===== config.mk =====
export PLATFORM = sky130hd
export DESIGN_NAME = serial_subtractor
export DESIGN_NICKNAME = d
export VERILOG_FILES = /design/src/rtl/serial_subtractor_pkg.sv /design/src/rtl/full_sub_bit.sv /design/src/rtl/serial_subtractor.sv
export SDC_FILE = /design/constraint.sdc
export NUM_CORES = 1
export LEC_CHECK = 0
export CORE_ASPECT_RATIO = 1.75
export CORE_MARGIN = 1
export CORE_UTILIZATION = 40
export CTS_CLUSTER_DIAMETER = 60
export DETAILED_ROUTE_END_ITERATION = 7
export PLACE_DENSITY = 0.67
export RECOVER_POWER = 50
export SETUP_SLACK_MARGIN = 0.15
export SLEW_MARGIN = 30
export SYNTH_ARGS = -nofsm -noshare
export SYNTH_HDL_FRONTEND = slang
export SYNTH_SLANG_ARGS = --single-unit

===== constraint.sdc =====
create_clock -name clk -period 1.7 [get_ports clk]
set_clock_uncertainty 0.05 [all_clocks]
set_input_delay 0.425 -clock clk [delete_from_list [all_inputs] [get_ports clk]]
set_output_delay 0.425 -clock clk [all_outputs]
set_load 0.01 [all_outputs]

===== src/rtl/serial_subtractor_pkg.sv =====
// Shared definitions for the bit-serial subtractor.
// - state_e : FSM state encoding. 2'd3 is unused and recovers to StIdle.
package serial_subtractor_pkg;

    typedef enum logic [1:0] {
        StIdle  = 2'd0,
        StShift = 2'd1,
        StDone  = 2'd2
    } state_e;

endpackage


===== src/rtl/full_sub_bit.sv =====
// Single-bit full subtractor: d = a - b - bi, with borrow out bo.
// Ports:
//   a, b  minuend / subtrahend bit
//   bi    borrow in
//   d     difference bit
//   bo    borrow out
module full_sub_bit (
    input  logic a,
    input  logic b,
    input  logic bi,
    output logic d,
    output logic bo
);

    logic d1, b1, b2;

    // First half-subtract stage: a - b.
    assign d1 = a ^ b;
    assign b1 = ~a & b;

    // Second half-subtract stage: (a - b) - bi.
    assign d  = d1 ^ bi;
    assign b2 = ~d1 & bi;

    assign bo = b1 | b2;

endmodule


===== src/rtl/serial_subtractor.sv =====
// Bit-serial WIDTH-bit subtractor, diff = a - b, one bit per clock, LSB first.
// Ports:
//   clk, rst_n  clock, asynchronous active-low reset
//   start       load request, accepted in IDLE or DONE
//   a, b        operands, captured on accept
//   busy        high while shifting
//   done        one-cycle pulse when diff/bout are valid
//   diff        a - b modulo 2^WIDTH, held until the next accept
//   bout        final borrow (a < b unsigned)
module serial_subtractor
    import serial_subtractor_pkg::*;
#(
    parameter int unsigned WIDTH = 8
) (
    input  logic             clk,
    input  logic             rst_n,
    input  logic             start,
    input  logic [WIDTH-1:0] a,
    input  logic [WIDTH-1:0] b,
    output logic             busy,
    output logic             done,
    output logic [WIDTH-1:0] diff,
    output logic             bout
);

    localparam int unsigned     CntW    = $clog2(WIDTH);
    localparam logic [CntW-1:0] CntLast = CntW'(WIDTH - 1);

    state_e          state_q;
    logic [WIDTH-1:0] a_sr_q;
    logic [WIDTH-1:0] b_sr_q;
    logic [WIDTH-1:0] diff_q;
    logic             br_q;
    logic             bout_q;
    logic [CntW-1:0]  cnt_q;

    logic slice_d;
    logic slice_bo;

    full_sub_bit u_slice (
        .a  (a_sr_q[0]),
        .b  (b_sr_q[0]),
        .bi (br_q),
        .d  (slice_d),
        .bo (slice_bo)
    );

    always_ff @(posedge clk or negedge rst_n) begin
        if (!rst_n) begin
            state_q <= StIdle;
            a_sr_q  <= '0;
            b_sr_q  <= '0;
            diff_q  <= '0;
            br_q    <= 1'b0;
            bout_q  <= 1'b0;
            cnt_q   <= '0;
        end else begin
            case (state_q)
                // DONE accepts a new operation exactly like IDLE (back-to-back).
                StIdle, StDone: begin
                    if (start) begin
                        a_sr_q  <= a;
                        b_sr_q  <= b;
                        br_q    <= 1'b0;
                        cnt_q   <= '0;
                        state_q <= StShift;
                    end else begin
                        state_q <= StIdle;
                    end
                end
                StShift: begin
                    diff_q <= {slice_d, diff_q[WIDTH-1:1]};
                    a_sr_q <= a_sr_q >> 1;
                    b_sr_q <= b_sr_q >> 1;
                    br_q   <= slice_bo;
                    cnt_q  <= cnt_q + CntW'(1);
                    if (cnt_q == CntLast) begin
                        bout_q  <= slice_bo;
                        state_q <= StDone;
                    end
                end
                default: state_q <= StIdle;
            endcase
        end
    end

    assign busy = (state_q == StShift);
    assign done = (state_q == StDone);
    assign diff = diff_q;
    assign bout = bout_q;

endmodule


==> metrics.txt <==
CP required 1810 ps; kind of critical path reg2reg; Pwr Density between 1500 and 2000 nW/um^2; Slew Limit Headroom 0.482; Fill cells roughly 370; gr ovfl total 0; core box area 3830 um^2; Tmin final 1450 ps; Critical Path AT roughly 1600 ps; Final Hold Vio Count 0; clock slew at reported path FFs approximately 60 ps; DRT iter0 DRCs 17; Leakage 0.000824 uW; Yosys top cell area share 0.489; largest net degree at the start of global routing 39; die height about 85 um; Worst Setup Start Kind flip-flop; synth unique cells 22; TritonCTS buffer count 5; crit path max fanout 3; first-pass GRT wire length ~4700 um; maximum capacitance violations 0; Fmax just under 700 MHz; synth-to-layout area growth 24.0%; class of the worst hold path reg2reg; ys flop type dfrtp_1; clock sinks 31; syn_nets approximately 160; Starting Density 0.415; routed wire length between 2000 and 3000 um; io pins 30; fin area 1970 um^2; peak supply drop about 880 uV; row count 30; Wirelength per Cell around 12 um; CTS tree done; Placer Congestion 0.716; DRC viols 0; yosys warns 0; Synth area leaders dfrtp_1 (49%), mux2i_1 (10%), a211oi_1 (6.6%); Worst-Skew Late Latency 270 ps; Cell Area, Synth between 1500 and 2000 um^2; clock tree buffer depth 2; # diodes 0; RSZ-0062 raised after global routing no; Mapped Cells 135; antenna viol nets, final 0; Final period util 0.856; Nets 190; DR vias/cell 5.13; dpl hpwl between 1500 and 2000 um; Die X ~50 um; post-synthesis sequential area ratio 0.489; Buffers on Ports 29; EDFF count, synth 0; cell taking the most area after synthesis dfrtp_1; die area around 4200 um^2; Setup TNS 0 ps; run status completed; vias in the first global route between 1000 and 1500; initial antenna violation count 0; Via Count roughly 1100; clk root buf clkbuf_8; CP Capture Type flip-flop; share of cells above drive strength 1 0.144; Placed Area about 1900 um^2; count of final setup violators 0; Synth async-reset ratio 1.00; Yosys reg bits 31; gr usage total 0.144; H-Tree Depth 2; Slew Limit Fails 0; worst-margin pin slew 776 ps; 1st-pass router iterations 4; Synth Area per Inst roughly 12 um^2; final total power roughly 3300 uW
kinds of logic (layout without fill, tap and decap cells):
logic type,after synthesis,count (layout),synth area share
AOI/OAI and AO/OA,37,37,0.146
adders and majority gates,3,3,0.0284
buffers and inverters,14,46,0.0583
DFF,31,31,0.489
muxes,26,26,0.186
and+or+nand+nor,24,24,0.0930
path summary, 6_finish.rpt:
| kind | start | end | slack (ps) | depth (start not counted) |
|---|---|---|---|---|
| min in group asynchronous | rst_n | cnt_q[1] | 710 | 2 |
| setup / recovery | cnt_q[0] | cnt_q[2] | 250 | 4 |
| hold / removal | bout | bout | 430 | 2 |
| max in group asynchronous | rst_n | a_sr_q[3] | 400 | 2 |
| hold reg to reg | bout | bout | 430 | 2 |
| setup reg to reg | cnt_q[0] | cnt_q[2] | 250 | 4 |
synth_stat cells (3+ instances only):
| master | n |
|---|---|
| a211oi_1 | 14 |
| a22o_1 | 3 |
| o21ai_0 | 6 |
| dfrtp_1 | 31 |
| mux2_2 | 4 |
| a21oi_1 | 14 |
| mux2_4 | 6 |
| buf_4 | 4 |
| inv_1 | 4 |
| nand3_1 | 3 |
| nor2b_1 | 15 |
| mux2i_1 | 16 |
| buf_6 | 3 |
where the power goes:
part | leakage [uW] | internal [uW] | switching (uW)
clock network | 0.0000371 | 272 | 232
logic | 0.000417 | 786 | 611
registers | 0.000370 | 1100 | 252
total | 0.000824 | 2160 | 1100
metrics by stage:
step | utilization | hold slack (ps) | worst slack [ps] | instances
after floorplan | - | 79.4 | 301 | 135
after global placement | 0.501 | 423 | 57.3 | 208
after detailed placement | 0.501 | 428 | 9.48 | 208
after CTS | 0.519 | 436 | 106 | 215
after global routing | 0.514 | 466 | 193 | 215
final | 0.514 | 426 | 245 | 215
worst max-delay path, stage by stage, from the launching register on:
cell,delay (ps)
dfrtp_1,400
ha_1,210
ha_1,260
mux2_2,250
a22o_1,180
routing by layer:
metal / vias up / global-route usage / share of wire
met5: - / 0 / 0
met4: 0 / 0.0545 / 0.012
met3: 4 / 0.0394 / 0.043
met2: 28 / 0.259 / 0.52
met1: 517 / 0.155 / 0.42
li1: 554 / - / -
placed cells by master, fill, tap and decap left out, drive strengths merged:
| cell | n |
|---|---|
| inv | 4 |
| mux2 | 10 |
| ha | 2 |
| nor2b | 15 |
| a211oi | 14 |
| clkbuf | 10 |
| a22o | 3 |
| mux2i | 16 |
| nor2 | 1 |
| dlygate4sd3 | 1 |
| o21ai | 6 |
| dlygate4sd2 | 9 |
| nand3 | 3 |
| dfrtp | 31 |
| clkdlybuf4s50 | 17 |
| nand2b | 2 |
| nand3b | 1 |
| nand2 | 2 |
| buf | 5 |
| a21oi | 14 |
| fa | 1 |
registers in the layout (all words and copies together) (netlist names):
register,cells
b_sr_q,8
state_q,2
br_q,1
a_sr_q,8
cnt_q,3
diff,8
bout,1
final cells by class:
type                            count  area, um^2  area share
Tap cell                           48        60.1      0.0305
Inverter                            4        15.0     0.00763
Timing Repair Buffer               36         329       0.167
Clock buffer                        6        72.6      0.0369
Multi-Input combinational cell     90         716       0.364
Sequential cell                    31         776       0.394
timing repair:
action / in CTS / in global routing
buffers inserted: 1 / 0
hold buffers: 0 / 0
setup endpoints to repair: 11 / 2
pin swaps: 0 / 0
resized for setup: 12 / 4
No activity file was read; power rests on OpenSTA's default activity.
